$ cat config.mk
export PLATFORM = sky130hd
export DESIGN_NAME = prog_loader_flat
export DESIGN_NICKNAME = d
export VERILOG_FILES = /design/src/rtl/loader_pkg.sv /design/src/rtl/prog_loader_if.sv /design/src/rtl/prog_loader_word_assembler.sv /design/src/rtl/prog_loader.sv /design/src/flat_wrapper.sv
export SDC_FILE = /design/constraint.sdc
export NUM_CORES = 1
export LEC_CHECK = 0
export CAP_MARGIN = 5
export CORE_ASPECT_RATIO = 0.5
export CORE_MARGIN = 2
export CORE_UTILIZATION = 29
export CTS_CLUSTER_DIAMETER = 150
export DETAILED_ROUTE_END_ITERATION = 8
export PLACE_DENSITY = 0.49
export RECOVER_POWER = 25
export SYNTH_ARGS = -nofsm -noshare
export SYNTH_HDL_FRONTEND = slang
export SYNTH_HIERARCHICAL = 1
export SYNTH_SLANG_ARGS = --single-unit
$ cat constraint.sdc
create_clock -name clk -period 5.15 [get_ports clk]
set_input_delay 1.03 -clock clk [delete_from_list [all_inputs] [get_ports clk]]
set_output_delay 1.03 -clock clk [all_outputs]
set_load 0.01 [all_outputs]
$ cat src/rtl/loader_pkg.sv
// Shared types and constants for the byte-stream program loader.
package loader_pkg;

  // Loader FSM states.
  typedef enum logic [2:0] {
    ST_TGT,
    ST_CNT_LO,
    ST_CNT_HI,
    ST_DATA,
    ST_WRITE,
    ST_RUN,
    ST_ERR
  } state_e;

  // Section target codes carried in the first byte of every section.
  localparam logic [7:0] TGT_IMEM = 8'h00;
  localparam logic [7:0] TGT_DMEM = 8'h01;
  localparam logic [7:0] TGT_END  = 8'hFF;

  // External memory address for a word index: byte address (x4) or word address.
  function automatic logic [31:0] ext_addr(input logic [15:0] idx, input bit byte_addr);
    return byte_addr ? {14'd0, idx, 2'b00} : {16'd0, idx};
  endfunction

endpackage

$ cat src/rtl/prog_loader_if.sv
// Stream input, memory write ports and status of the program loader.
interface prog_loader_if;
  logic        in_valid;
  logic [7:0]  in_data;
  logic        in_ready;
  logic [31:0] addr_ext;
  logic [31:0] wdata_ext;
  logic        wen_ext;
  logic [31:0] addr_ext_2;
  logic [31:0] wdata_ext_2;
  logic        wen_ext_2;
  logic        cpu_enable;
  logic        busy;
  logic        err;

  // Upstream side: produces the byte stream and observes the loader.
  modport master (
    output in_valid, in_data,
    input  in_ready, addr_ext, wdata_ext, wen_ext,
    input  addr_ext_2, wdata_ext_2, wen_ext_2, cpu_enable, busy, err
  );

  // Loader side.
  modport slave (
    input  in_valid, in_data,
    output in_ready, addr_ext, wdata_ext, wen_ext,
    output addr_ext_2, wdata_ext_2, wen_ext_2, cpu_enable, busy, err
  );
endinterface

$ cat src/rtl/prog_loader_word_assembler.sv
// Little-endian word assembly: byte lanes filled in order 0..3.
module word_assembler
  import loader_pkg::*;
(
  input  logic        clk,
  input  logic        arst_n,
  input  logic        clear,
  input  logic        byte_en,
  input  logic [7:0]  byte_in,
  output logic [31:0] word,
  output logic        word_done
);

  logic [31:0] lanes_q, lanes_d;
  logic [1:0]  byte_idx_q, byte_idx_d;

  // Next lane contents and lane pointer; clear discards any partial word.
  always_comb begin
    lanes_d    = lanes_q;
    byte_idx_d = byte_idx_q;
    if (clear) begin
      lanes_d    = '0;
      byte_idx_d = '0;
    end else if (byte_en) begin
      lanes_d[{byte_idx_q, 3'b000} +: 8] = byte_in;
      byte_idx_d = byte_idx_q + 2'd1;
    end
  end

  // The completed word includes the byte arriving this cycle.
  assign word      = lanes_d;
  assign word_done = byte_en && !clear && (byte_idx_q == 2'd3);

  // Lane and pointer registers.
  always_ff @(posedge clk or negedge arst_n) begin
    if (!arst_n) begin
      lanes_q    <= '0;
      byte_idx_q <= '0;
    end else begin
      lanes_q    <= lanes_d;
      byte_idx_q <= byte_idx_d;
    end
  end

endmodule

$ cat src/rtl/prog_loader.sv
// Framed byte-stream loader writing CPU instruction/data memories, then enabling the CPU.
module prog_loader
  import loader_pkg::*;
#(
  parameter int unsigned IMEM_DEPTH = 512,
  parameter int unsigned DMEM_DEPTH = 1024,
  parameter bit          BYTE_ADDR  = 1'b1
) (
  input logic         clk,
  input logic         arst_n,
  prog_loader_if.slave bus
);

  state_e      state_q, state_d;
  logic        tgt_dmem_q, tgt_dmem_d;
  logic [7:0]  cnt_lo_q, cnt_lo_d;
  logic [15:0] count_q, count_d;
  logic [15:0] word_idx_q, word_idx_d;
  logic        in_ready_q, in_ready_d;
  logic        busy_q, busy_d;
  logic        err_q, err_d;
  logic        cpu_enable_q, cpu_enable_d;
  logic        wen_q, wen_d;
  logic        wen2_q, wen2_d;
  logic [31:0] addr_q, addr_d, addr2_q, addr2_d;
  logic [31:0] wdata_q, wdata_d, wdata2_q, wdata2_d;

  logic        hs;
  logic [15:0] n_full;
  logic [31:0] depth;
  logic        asm_clear, asm_en, word_done;
  logic [31:0] word;
  logic [15:0] idx_inc;

  assign hs      = bus.in_valid && in_ready_q;
  assign n_full  = {bus.in_data, cnt_lo_q};
  assign depth   = tgt_dmem_q ? 32'(DMEM_DEPTH) : 32'(IMEM_DEPTH);
  assign idx_inc = word_idx_q + 16'd1;
  assign asm_en  = hs && (state_q == ST_DATA);

  word_assembler u_asm (
    .clk       (clk),
    .arst_n    (arst_n),
    .clear     (asm_clear),
    .byte_en   (asm_en),
    .byte_in   (bus.in_data),
    .word      (word),
    .word_done (word_done)
  );

  // Next-state, counter and registered-output logic of the framing FSM.
  always_comb begin
    state_d    = state_q;
    tgt_dmem_d = tgt_dmem_q;
    cnt_lo_d   = cnt_lo_q;
    count_d    = count_q;
    word_idx_d = word_idx_q;
    wen_d      = 1'b0;
    wen2_d     = 1'b0;
    addr_d     = addr_q;
    addr2_d    = addr2_q;
    wdata_d    = wdata_q;
    wdata2_d   = wdata2_q;
    asm_clear  = 1'b0;

    case (state_q)
      ST_TGT: if (hs) begin
        case (bus.in_data)
          TGT_IMEM: begin tgt_dmem_d = 1'b0; state_d = ST_CNT_LO; end
          TGT_DMEM: begin tgt_dmem_d = 1'b1; state_d = ST_CNT_LO; end
          TGT_END:  state_d = ST_RUN;
          default:  state_d = ST_ERR;
        endcase
      end
      ST_CNT_LO: if (hs) begin
        cnt_lo_d = bus.in_data;
        state_d  = ST_CNT_HI;
      end
      ST_CNT_HI: if (hs) begin
        if (n_full == 16'd0) begin
          state_d = ST_TGT;
        end else if ({16'd0, n_full} > depth) begin
          state_d = ST_ERR;
        end else begin
          count_d    = n_full;
          word_idx_d = '0;
          asm_clear  = 1'b1;
          state_d    = ST_DATA;
        end
      end
      ST_DATA: if (word_done) begin
        state_d = ST_WRITE;
        if (tgt_dmem_q) begin
          wen2_d   = 1'b1;
          addr2_d  = ext_addr(word_idx_q, BYTE_ADDR);
          wdata2_d = word;
        end else begin
          wen_d   = 1'b1;
          addr_d  = ext_addr(word_idx_q, BYTE_ADDR);
          wdata_d = word;
        end
      end
      ST_WRITE: begin
        word_idx_d = idx_inc;
        state_d    = (idx_inc == count_q) ? ST_TGT : ST_DATA;
      end
      default: state_d = state_q;  // RUN and ERR hold until reset
    endcase

    in_ready_d   = (state_d == ST_TGT) || (state_d == ST_CNT_LO) ||
                   (state_d == ST_CNT_HI) || (state_d == ST_DATA);
    busy_d       = (state_d == ST_CNT_LO) || (state_d == ST_CNT_HI) ||
                   (state_d == ST_DATA) || (state_d == ST_WRITE);
    err_d        = (state_d == ST_ERR);
    cpu_enable_d = (state_d == ST_RUN);
  end

  // State, counters and output registers.
  always_ff @(posedge clk or negedge arst_n) begin
    if (!arst_n) begin
      state_q      <= ST_TGT;
      tgt_dmem_q   <= 1'b0;
      cnt_lo_q     <= '0;
      count_q      <= '0;
      word_idx_q   <= '0;
      in_ready_q   <= 1'b1;
      busy_q       <= 1'b0;
      err_q        <= 1'b0;
      cpu_enable_q <= 1'b0;
      wen_q        <= 1'b0;
      wen2_q       <= 1'b0;
      addr_q       <= '0;
      addr2_q      <= '0;
      wdata_q      <= '0;
      wdata2_q     <= '0;
    end else begin
      state_q      <= state_d;
      tgt_dmem_q   <= tgt_dmem_d;
      cnt_lo_q     <= cnt_lo_d;
      count_q      <= count_d;
      word_idx_q   <= word_idx_d;
      in_ready_q   <= in_ready_d;
      busy_q       <= busy_d;
      err_q        <= err_d;
      cpu_enable_q <= cpu_enable_d;
      wen_q        <= wen_d;
      wen2_q       <= wen2_d;
      addr_q       <= addr_d;
      addr2_q      <= addr2_d;
      wdata_q      <= wdata_d;
      wdata2_q     <= wdata2_d;
    end
  end

  assign bus.in_ready    = in_ready_q;
  assign bus.busy        = busy_q;
  assign bus.err         = err_q;
  assign bus.cpu_enable  = cpu_enable_q;
  assign bus.wen_ext     = wen_q;
  assign bus.addr_ext    = addr_q;
  assign bus.wdata_ext   = wdata_q;
  assign bus.wen_ext_2   = wen2_q;
  assign bus.addr_ext_2  = addr2_q;
  assign bus.wdata_ext_2 = wdata2_q;

endmodule

$ cat src/flat_wrapper.sv
// flat-port wrapper written by rule: the top's interface ports become plain ports
module prog_loader_flat import loader_pkg::*;
#(
  parameter int unsigned IMEM_DEPTH = 512,
  parameter int unsigned DMEM_DEPTH = 1024,
  parameter bit          BYTE_ADDR  = 1'b1
)
  (clk, arst_n, bus_in_valid, bus_in_data, bus_in_ready, bus_addr_ext, bus_wdata_ext, bus_wen_ext, bus_addr_ext_2, bus_wdata_ext_2, bus_wen_ext_2, bus_cpu_enable, bus_busy, bus_err);
  prog_loader_if bus_i ();
  input logic clk;
  input logic arst_n;
  input wire logic [$bits(bus_i.in_valid)-1:0] bus_in_valid;
  input wire logic [$bits(bus_i.in_data)-1:0] bus_in_data;
  output wire logic [$bits(bus_i.in_ready)-1:0] bus_in_ready;
  output wire logic [$bits(bus_i.addr_ext)-1:0] bus_addr_ext;
  output wire logic [$bits(bus_i.wdata_ext)-1:0] bus_wdata_ext;
  output wire logic [$bits(bus_i.wen_ext)-1:0] bus_wen_ext;
  output wire logic [$bits(bus_i.addr_ext_2)-1:0] bus_addr_ext_2;
  output wire logic [$bits(bus_i.wdata_ext_2)-1:0] bus_wdata_ext_2;
  output wire logic [$bits(bus_i.wen_ext_2)-1:0] bus_wen_ext_2;
  output wire logic [$bits(bus_i.cpu_enable)-1:0] bus_cpu_enable;
  output wire logic [$bits(bus_i.busy)-1:0] bus_busy;
  output wire logic [$bits(bus_i.err)-1:0] bus_err;
  assign bus_i.in_valid = bus_in_valid;
  assign bus_i.in_data = bus_in_data;
  assign bus_in_ready = bus_i.in_ready;
  assign bus_addr_ext = bus_i.addr_ext;
  assign bus_wdata_ext = bus_i.wdata_ext;
  assign bus_wen_ext = bus_i.wen_ext;
  assign bus_addr_ext_2 = bus_i.addr_ext_2;
  assign bus_wdata_ext_2 = bus_i.wdata_ext_2;
  assign bus_wen_ext_2 = bus_i.wen_ext_2;
  assign bus_cpu_enable = bus_i.cpu_enable;
  assign bus_busy = bus_i.busy;
  assign bus_err = bus_i.err;
  prog_loader #(.IMEM_DEPTH(IMEM_DEPTH), .DMEM_DEPTH(DMEM_DEPTH), .BYTE_ADDR(BYTE_ADDR)) u_core (.clk(clk), .arst_n(arst_n), .bus(bus_i));
endmodule
# Word-level counts from Yosys, hierarchy flattened
# Index checks and enable logic that the tools add are counted.
# totals
ff_bits	180
output_inout_bits	134
elab_cells	98
# op_classes
n_addsub	3
n_lt_le_gt_ge	1
n_eq_ne	17
n_shift	2
mux	30
bitwise	3
reduce_logical	25
# ops
op	count
32-bit two-way mux	2
16-bit two-way mux	3
32-bit bitwise mux	1
16-bit by 32-bit greater-than comparator with 1-bit output	1
16-bit one-hot mux with 2 select lines	1
8-bit by 7-bit variable shift with 32-bit output, first input constant	1
8-bit by 7-bit variable part select with 32-bit output	1
3-bit two-way mux	6
16-bit by 1-bit adder with 16-bit output, second input constant	1
16-bit equality test	1
16-bit zero test	1
3-bit one-hot mux with 5 select lines	1
3-bit by 2-bit equality test with 1-bit output, second input constant	4
3-bit equality test, second input constant	4
11-bit two-way mux	1
1-bit two-way mux	10
3-bit AND reduction	3
8-bit by 1-bit equality test with 1-bit output, second input constant	1
8-bit equality test, second input constant	1
8-bit zero test	1
4-bit AND reduction	2
5-bit negator with 7-bit output	1
3-bit by 1-bit equality test with 1-bit output, second input constant	2
3-bit zero test	2
other kinds (14)	29

# Longest topological paths before layout
# Gate-level depths: netlist (run 1).
# logic_depth
ltp_word	15
mapped_depth	16
depth_no_buf	13

# By module
# The synthesis (run 1) kept the hierarchy.
# by_module_without_submodules
mod	instances	cells_each	area_each_um2	seq_area_each_um2
prog_loader	1	556	6784.0	3654.8
word_assembler	1	147	1529.0	850.8

# Worst setup path after synthesis (run 1)
# Ideal clock, no wire load.
# synth_path
path_kind	input to register
startpoint	in bus_in_data[5]
endpoint	reg u_core.addr_q[10] (netlist: u_core/bus.addr_ext[10])
setup_time_ns	0.125
t_arrival_ns	4.422
required_time_ns	5.025
path_slack_ns	0.603
cell_stages	13
path_cell_list	or4_1 a211oi_1 nor3b_2 buf_2 clkbuf_1 buf_1 nor2_1 nor3b_1 and2_0 clkbuf_1 buf_2 clkbuf_1 mux2_2
# synth_between
elab_chain_len	9
word_cells_on_any_way	10
cone_classes	order compare (1); mux (4); reduce/logical (5)
# synth_rtl
element	line	rtl
start, declared	flat_wrapper.sv:13	input wire logic [$bits(bus_i.in_data)-1:0] bus_in_data;
16-bit by 32-bit greater-than comparator with 1-bit output	prog_loader.sv:82	end else if ({16'd0, n_full} > depth) begin
1-bit two-way mux	prog_loader.sv:82	
1-bit two-way mux *	prog_loader.sv:80	if (n_full == 16'd0) begin
1-bit two-way mux *	prog_loader.sv:79	ST_CNT_HI: if (hs) begin
1-bit two-way mux *	prog_loader.sv:66	case (state_q)
net u_core.asm_clear	prog_loader.sv:31	logic asm_clear, asm_en, word_done;
1-bit zero test *	prog_loader_word_assembler.sv:32	assign word_done = byte_en && !clear && (byte_idx_q == 2'd3);
1-bit logical AND * (2 in series)	prog_loader_word_assembler.sv:32	
net u_core.word_done	prog_loader.sv:31	
3-bit AND reduction (no source line) *	--	
end signal, assigned	prog_loader.sv:148	addr_q <= addr_d;
end, declared	prog_loader.sv:25	logic [31:0] addr_q, addr_d, addr2_q, addr2_d;
# The timed path passes the listed nets; every way through them passes the cells marked *.
# A chain may end at the register's enable or synchronous reset.

# Worst setup path after layout (run 1)
# layout_path
startpoint	in bus_in_data[1]
endpoint	reg u_core.cpu_enable_q (netlist: u_core/bus.cpu_enable)
# layout_between
elab_chain_len	11
word_cells_on_any_way	21
cone_classes	order compare (1); eq/ne (3); mux (11); reduce/logical (6)
# layout_rtl
element	line	rtl
16-bit by 32-bit greater-than comparator with 1-bit output	prog_loader.sv:82	
1-bit two-way mux	prog_loader.sv:82	
1-bit two-way mux *	prog_loader.sv:80	
1-bit two-way mux *	prog_loader.sv:79	
1-bit two-way mux *	prog_loader.sv:66	
1-bit zero test *	prog_loader_word_assembler.sv:32	
1-bit logical AND * (2 in series)	prog_loader_word_assembler.sv:32	
net u_core.word_done	prog_loader.sv:31	
3-bit two-way mux *	prog_loader.sv:91	ST_DATA: if (word_done) begin
3-bit one-hot mux with 5 select lines *	prog_loader.sv:66	
3-bit equality test *	prog_loader.sv:115	cpu_enable_d = (state_d == ST_RUN);
net u_core.cpu_enable_d	prog_loader.sv:22	logic cpu_enable_q, cpu_enable_d;
end signal, assigned	prog_loader.sv:145	cpu_enable_q <= cpu_enable_d;
end, declared	prog_loader.sv:22	
# Marks and branches as above.

==> results of run 1 <==
layout by cell type (no fill, tap or decap), types with 11 or more instances in the layout:
cell	instances
a21oi_1	32
nor2_1	24
buf_4	13
nand4_1	28
clkdlybuf4s50_1	111
o21ai_0	34
conb_1	32
nand3_1	11
dfrtp_1	179
nand2_1	49
mux2_2	112
clkbuf_16	17
cell families (layout without fill, tap and decap cells):
family | count (synthesis) | count (layout) | share of synthesized area
other | 1 | 32 | 0.0004511
AND/OR/NAND/NOR | 188 | 188 | 0.1306
AO/OA/AOI/OAI | 111 | 111 | 0.08730
flip-flops | 180 | 180 | 0.5420
XOR/XNOR | 13 | 13 | 0.01370
multiplexers | 117 | 117 | 0.1577
buffers and inverters | 85 | 169 | 0.05614
adder cells (fa/ha/maj) | 8 | 8 | 0.01204
power groups by stage:
| stage | Clock [mW] | Combinational, mW | Sequential, mW |
|---|---|---|---|
| after floorplan | 0 | 0.745 | 1.68 |
| after global placement | 0 | 0.845 | 1.84 |
| after detailed placement | 0 | 0.849 | 1.85 |
| after CTS | 1.32 | 0.857 | 1.82 |
| after global routing | 1.37 | 0.953 | 1.85 |
| final | 1.28 | 0.855 | 1.82 |
registers in the layout, summed over array words and instances (netlist names):
| signal | flops |
|---|---|
| u_core/bus.wen_ext_2 | 1 |
| u_core/bus.in_ready | 1 |
| u_core/word_idx_q | 16 |
| u_core/bus.err | 1 |
| u_core/cnt_lo_q | 8 |
| u_core/bus.wdata_ext | 32 |
| u_core/state_q | 3 |
| u_core/count_q | 16 |
| u_core/bus.addr_ext_2 | 16 |
| u_core/bus.wdata_ext_2 | 32 |
| u_core/tgt_dmem_q | 1 |
| u_core/bus.cpu_enable | 1 |
| u_core/bus.addr_ext | 16 |
| u_core/u_asm/byte_idx_q | 2 |
| u_core/bus.wen_ext | 1 |
| u_core/bus.busy | 1 |
| u_core/u_asm/lanes_q | 32 |
final timing paths:
path,end,cells after the start
max,u_core/bus.cpu_enable,12
min,u_core/bus.addr_ext_2[11],2
max reg2reg,u_core/bus.wdata_ext_2[22],12
min reg2reg,u_core/bus.addr_ext_2[11],2
max in group asynchronous,u_core/bus.wdata_ext_2[0],2
min in group asynchronous,u_core/bus.addr_ext[5],1
worst min-delay path, cell delays in order (launching register included):
cell	delay [ps]
dfrtp_1	340
nand2_1	40
o21ai_0	60
area by class of cell:
| cell class | instances | area, um^2 |
|---|---|---|
| clock buffer | 17 | 425.4 |
| clock inverter | 15 | 145.1 |
| fill | 2741 | 17620 |
| inverter | 10 | 37.54 |
| multi-input combinational | 469 | 3475 |
| sequential | 180 | 4506 |
| tap | 382 | 478.0 |
| timing repair buffer | 127 | 1239 |
routing by layer:
layer  track usage  up-vias  share of wire
li1              -     2678              -
met1        0.1992     3021           0.48
met2        0.2270      109           0.48
met3       0.03124       12          0.031
met4       0.03489        0         0.0079
met5             0        -              0
per-stage QoR:
step	setup slack (ps)	hold slack (ps)
final	1053	476.2
after global routing	848.2	526.1
after CTS	1130	485.2
after detailed placement	657.6	469.6
after global placement	742.5	469.8
after floorplan	603.1	483.5
==> summary.md, run 1 <==
| Metric | Value |
|---|---|
| Outcome | `finished, violations left` |
| Failing checks | `max-capacitance violations, max-slew violations` |
| Max Clock Freq | `244.1 MHz` |
| Total number of vias | `5,820` |
| Final Cell Area | `10,300 um^2` |
| Critical path cell sequence | `clkdlybuf4s50_1 -> buf_4 -> nor4_1 -> nand2_1 -> o21ai_0 -> nor3b_4 -> nor2_1 -> o32ai_1 -> nor4_1 -> nand4_1 -> or4_4 -> a2111oi_4` |
| Final setup fails | `0` |
| Initial drt markers | `376` |
| Die area | `30,120 um^2` |
| Area after DPL | `9746 um^2` |
| Yosys reg bits | `180` |
| Top cells by count, synth | `dfrtp_1 (179), mux2_2 (112), nand2_1 (50)` |
| Final cell count without fillers | `1,200` |
| Worst skew pair latency | `440 ps` |
| Setup CP Type | `primary input to register` |
| Synth async-reset ratio | `1.000` |
| Final WL | `20,980 um` |
| GP Congestion | `0.8213` |
| Fin util | `0.3690` |
| TritonCTS clock tree | `built` |
| Leakage power | `4.602 nW` |
| Top cell type by total area after synthesis | `dfrtp_1` |
| Sequential area share after synthesis | `0.5420` |
| Hold Vio Cnt, Final | `0` |
| H-tree depth | `4` |
| Placed Cells incl. Taps | `1,168` |
| Worst Path Arrival | `4420 ps` |
| Internal power | `2.602 mW` |
| Clk sinks | `180` |
| Total track usage | `0.1428` |
| Layout cells sized above 1 | `0.2152` |
| Num CTS Buffers | `17` |
| Clock tree buffer depth | `2` |
| Crit path max-delay family | `simple AND/OR/NAND/NOR gates` |
| Critical Path RT | `5470 ps` |
| Worst-path fanout max | `8` |
| Chip Width | `243.4 um` |
| Setup TNS | `0 ps` |
| Hold Startpoint | `u_core/bus.addr_ext_2[11]` |
| Synth warn | `6` |
| Number of enable flip-flop cells after synthesis | `0` |
| Crit path capture type | `register` |
| Initial antenna violation count | `0` |
| Comb power frac | `0.216` |
| Max cap viols | `1` |
| Die span in y | `123.7 um` |
| R2R Path Start | `u_core/tgt_dmem_q` |
| Final Critical Period | `4097 ps` |
| Largest cells by area after synthesis | `dfrtp_1 (54%), mux2_2 (15%), buf_4 (3.2%)` |
| DP HPWL | `14,370 um` |
| Max Slew Vio Count | `99` |
| CP peak stage delay | `570 ps` |
| Synth-to-Final Area Change | `23.96%` |
| CP dominant cell by count | `nor4_1` |
| CP Launch Point | `bus_in_data[1]` |
| Via density | `4.850` |
| Worst Path Buf+Inv | `2` |
| Worst Tran Pin Value | `2502 ps` |
| Pwr Total | `3.954 mW` |
| Unique masters post-synth | `68` |
| Worst-path clk slew | `70 ps` |
| First drt pass iteration count | `5` |
| Top-area cell type share of the netlist area | `0.5388` |
| Count leader, synth | `dfrtp_1` |
| Hold Buf Count CTS | `0` |
| Final Skew | `13.15 ps` |
| Port Buffer Count | `112` |
| Final Cycle Share | `0.7955` |
| Clock root cell | `clkbuf_16` |
| Slew HR | `-0.6680` |
| Largest net degree at the start of global routing | `99` |
| Antenna-violating nets left | `0` |
| Core Region | `27,920 um^2` |
| Syn avg cell area | `11.82 um^2` |
| Peak VDD IR | `0.0001957 V` |
| Vias in the first global route | `5,760` |
| Hold crit path type | `register to register` |
| CP max stage cell | `or4_4` |
| Main flop type after synthesis | `dfrtp_1` |
| DRC Markers | `0` |
| CP startpoint kind | `primary input` |
| Antenna cells | `0` |
| Reg power frac | `0.460` |
| Post-CTS Resized | `0` |
| Netlist Area Pre-Place | `8313 um^2` |
| Net Sw Frac | `0.3420` |
| Row Count | `43` |
| Routed WL per cell | `17.48 um` |
| Grt ovf | `0` |
| RSZ-0062 raised after global routing | `false` |
| Clk pwr share | `0.324` |
| I/O Pins | `145` |
| Global-route wire length before repair | `33,260 um` |
| Post-CTS setup buffers | `0` |
| Initial core utilization | `0.2977` |
| Sw Pwr | `1.352 mW` |
| Final net count | `824` |
| Mapped Cells | `703` |
| Cell Pwr Density | `383.7 nW/um^2` |
| Worst R2R Setup Slack | `1820 ps` |
(Power assumes the default switching activity.)
==> run 2, diff against run 1 <==
--- a/config.mk
+++ b/config.mk
@@ -11,7 +11,7 @@
 export CORE_UTILIZATION = 29
 export CTS_CLUSTER_DIAMETER = 150
 export DETAILED_ROUTE_END_ITERATION = 8
-export PLACE_DENSITY = 0.49
+export PLACE_DENSITY = 0.51
 export RECOVER_POWER = 25
 export SYNTH_ARGS = -nofsm -noshare
 export SYNTH_HDL_FRONTEND = slang
==> constraint.sdc (replaced) <==
create_clock -name clk -period 3.6 [get_ports clk]
set_input_delay 0.72 -clock clk [delete_from_list [all_inputs] [get_ports clk]]
set_output_delay 0.72 -clock clk [all_outputs]
set_load 0.01 [all_outputs]
==> run 2 against run 1 <==
  * Critical path depth rose by 1
  * Highest routed layer unchanged
  * Core utilization rose by 0.88 points
  * Wire length rose by 0.98%
  * Combinational power rose by 54%
  * Critical path type unchanged
  * Final cell count rose by 1.8%
  * Critical endpoint unchanged
  * The flow still finishes with violations (max-capacitance violations, max-slew violations)
  * First-iteration DRC count fell by 1.9%
  * Cell area rose by 2.4%
==> summary.md, run 2 (same netlist as run 1, synthesis figures left out) <==
| Metric | Value |
|---|---|
| Outcome | `finished, violations left` |
| Failing checks | `max-capacitance violations, max-slew violations` |
| Initial antenna violation count | `0` |
| Vias in the first global route | `5,956` |
| Max cap viols | `1` |
| Crit path depth | `13` |
| Grt ovf | `0` |
| Most common cell after layout, fill and taps aside | `dfrtp_1` |
| Worst skew pair latency | `440 ps` |
| DP HPWL | `14,930 um` |
| Worst Tran Pin Value | `1861 ps` |
| Via density | `4.798` |
| Initial core utilization | `0.2977` |
| CP peak stage delay | `560 ps` |
| First drt pass iteration count | `4` |
| Total number of vias | `5,863` |
| Critical Path RT | `3930 ps` |
| Core Region | `27,920 um^2` |
| Largest net degree at the start of global routing | `72` |
| Placed Cells incl. Taps | `1,193` |
| Hold Startpoint | `u_core/bus.addr_ext_2[16]` |
| Critical path cell sequence | `clkdlybuf4s50_1 -> inv_1 -> ha_1 -> and2_1 -> nand4_1 -> a211oi_2 -> nor3b_4 -> nor2_4 -> o32ai_1 -> nor4_1 -> nand4_1 -> or4_4 -> a2111oi_4` |
| Die area | `30,120 um^2` |
| I/O Pins | `145` |
| DRC Markers | `0` |
| Max Clock Freq | `297.3 MHz` |
| Final Critical Period | `3363 ps` |
| Final WL | `21,190 um` |
| Worst Path Buf+Inv | `2` |
| Hold Buf Count CTS | `0` |
| Max Slew Vio Count | `72` |
| Cell Pwr Density | `542.7 nW/um^2` |
| Synth-to-Final Area Change | `26.93%` |
| Clock root cell | `clkbuf_16` |
| CP max stage cell | `clkdlybuf4s50_1` |
| Layout cells sized above 1 | `0.2381` |
| Global-route wire length before repair | `33,880 um` |
| Pwr Total | `5.727 mW` |
| R2R Path Start | `u_core/word_idx_q[1]` |
| Post-CTS setup buffers | `0` |
| Initial drt markers | `369` |
| Clock tree buffer depth | `2` |
| Reg2reg path depth | `7` |
| H-tree depth | `4` |
| Final setup fails | `0` |
| Routed WL per cell | `17.34 um` |
| Worst-path clk slew | `60 ps` |
| Commonest non-fill, non-tap cells in the layout | `dfrtp_1 (179), mux2_2 (112), clkdlybuf4s50_1 (111)` |
| Antenna cells | `0` |
| Area after DPL | `9998 um^2` |
| Final Cycle Share | `0.9342` |
| Final worst slack | `236.7 ps` |
| Crit path max-delay family | `simple AND/OR/NAND/NOR gates` |
| Final net count | `849` |
| Worst R2R Setup Slack | `430 ps` |
| Setup CP Type | `primary input to register` |
| Post-CTS Resized | `0` |
| Post-place setup slack | `-321.8 ps` |
| WHS Endpoint | `u_core/bus.addr_ext_2[16]` |
| Worst Path Arrival | `3690 ps` |
| Clk sinks | `180` |
| GP Congestion | `0.8426` |
| CP startpoint kind | `primary input` |
| Num CTS Buffers | `17` |
| Hold Path Depth | `2` |
| Leakage power | `4.733 nW` |
| Hold crit path type | `register to register` |
| TritonCTS clock tree | `built` |
| Final cell count without fillers | `1,222` |
| Antenna-violating nets left | `0` |
| CP dominant cell by count | `nand4_1` |
| Reg-to-Reg End | `u_core/bus.cpu_enable` |
| Port Buffer Count | `112` |
| RSZ-0062 raised after global routing | `false` |
| Slew HR | `-0.2404` |
| Die span in y | `123.7 um` |
| Crit path capture type | `register` |
| Worst-path fanout max | `4` |
| Final Skew | `9.013 ps` |
| Peak VDD IR | `0.0003265 V` |
| Chip Width | `243.4 um` |
| Hold Vio Cnt, Final | `0` |
| Row Count | `43` |
| Final Cell Area | `10,550 um^2` |
| Total track usage | `0.1458` |
run 2: cell count changes in the layout (fill, tap and decap cells not counted), moves of 2 or more:
cell | before | now
buf_12 | 1 | 5
buf_4 | 13 | 34
inv_6 | 4 | 2
inv_8 | 3 | 1
run 2: worst max-delay path by stage:
stage / start / end / slack [ps]
after floorplan: bus_in_data[5] / u_core/bus.addr_ext_2[17] / -8
after global placement: bus_in_data[1] / u_core/bus.cpu_enable / -190
after detailed placement: bus_in_data[1] / u_core/bus.cpu_enable / -320
after CTS: bus_in_data[1] / u_core/bus.cpu_enable / 140
after global routing: bus_in_data[1] / u_core/bus.cpu_enable / 40
final: bus_in_data[1] / u_core/bus.cpu_enable / 240
run 2: metrics by stage:
| step | hold WS (ps) | util | TNS [ps] |
|---|---|---|---|
| global placement | 471.3 | 0.3581 | -1914 |
| finish | 491.4 | 0.3779 | 0 |
| detailed placement | 480.5 | 0.3581 | -8376 |
| CTS | 312.8 | 0.3781 | 0 |
| global route | 514.0 | 0.3779 | 0 |
| floorplan | 424.4 | - | -164.3 |
run 2: per-layer routing:
| layer | global-route usage | vias up | part of all wire |
|---|---|---|---|
| met1 | 0.1966 | 2989 | 0.48 |
| met3 | 0.03534 | 22 | 0.034 |
| li1 | - | 2732 | - |
| met2 | 0.2325 | 120 | 0.47 |
| met4 | 0.04678 | 0 | 0.014 |
| met5 | 0 | - | 0 |
run 2: worst reg2reg max path, cell delays in order (launching register included):
cell,delay [ps]
dfrtp_1,500
ha_1,390
and4_1,420
mux2i_1,210
o311ai_0,210
or4_4,480
or4_4,520
a2111oi_4,350
run 2: area by class of cell:
class	instances	area, um^2
well taps	382	478.0
fillers	2734	17370
flip-flops and latches	180	4506
inverters	10	37.54
clock inverters	11	131.4
repair buffers	152	1479
clock buffers	18	429.2
multi-input cells	469	3491
run 2: where the power goes:
part	total, mW	switching [mW]	leakage [nW]	internal, mW
clock network	1.82	0.806	0.270	1.02
registers	2.58	0.337	2.47	2.24
logic	1.32	0.748	2.00	0.573
==> run 3, diff against run 2 <==
--- a/config.mk
+++ b/config.mk
@@ -5,11 +5,12 @@
 export SDC_FILE = /design/constraint.sdc
 export NUM_CORES = 1
 export LEC_CHECK = 0
-export CAP_MARGIN = 5
+export CAP_MARGIN = 30
 export CORE_ASPECT_RATIO = 0.5
 export CORE_MARGIN = 2
 export CORE_UTILIZATION = 29
 export CTS_CLUSTER_DIAMETER = 150
+export CTS_CLUSTER_SIZE = 12
 export DETAILED_ROUTE_END_ITERATION = 8
 export PLACE_DENSITY = 0.51
 export RECOVER_POWER = 25
==> results of run 3 <==
No change in the layout: final DEF, timing and power equal those of run 2.
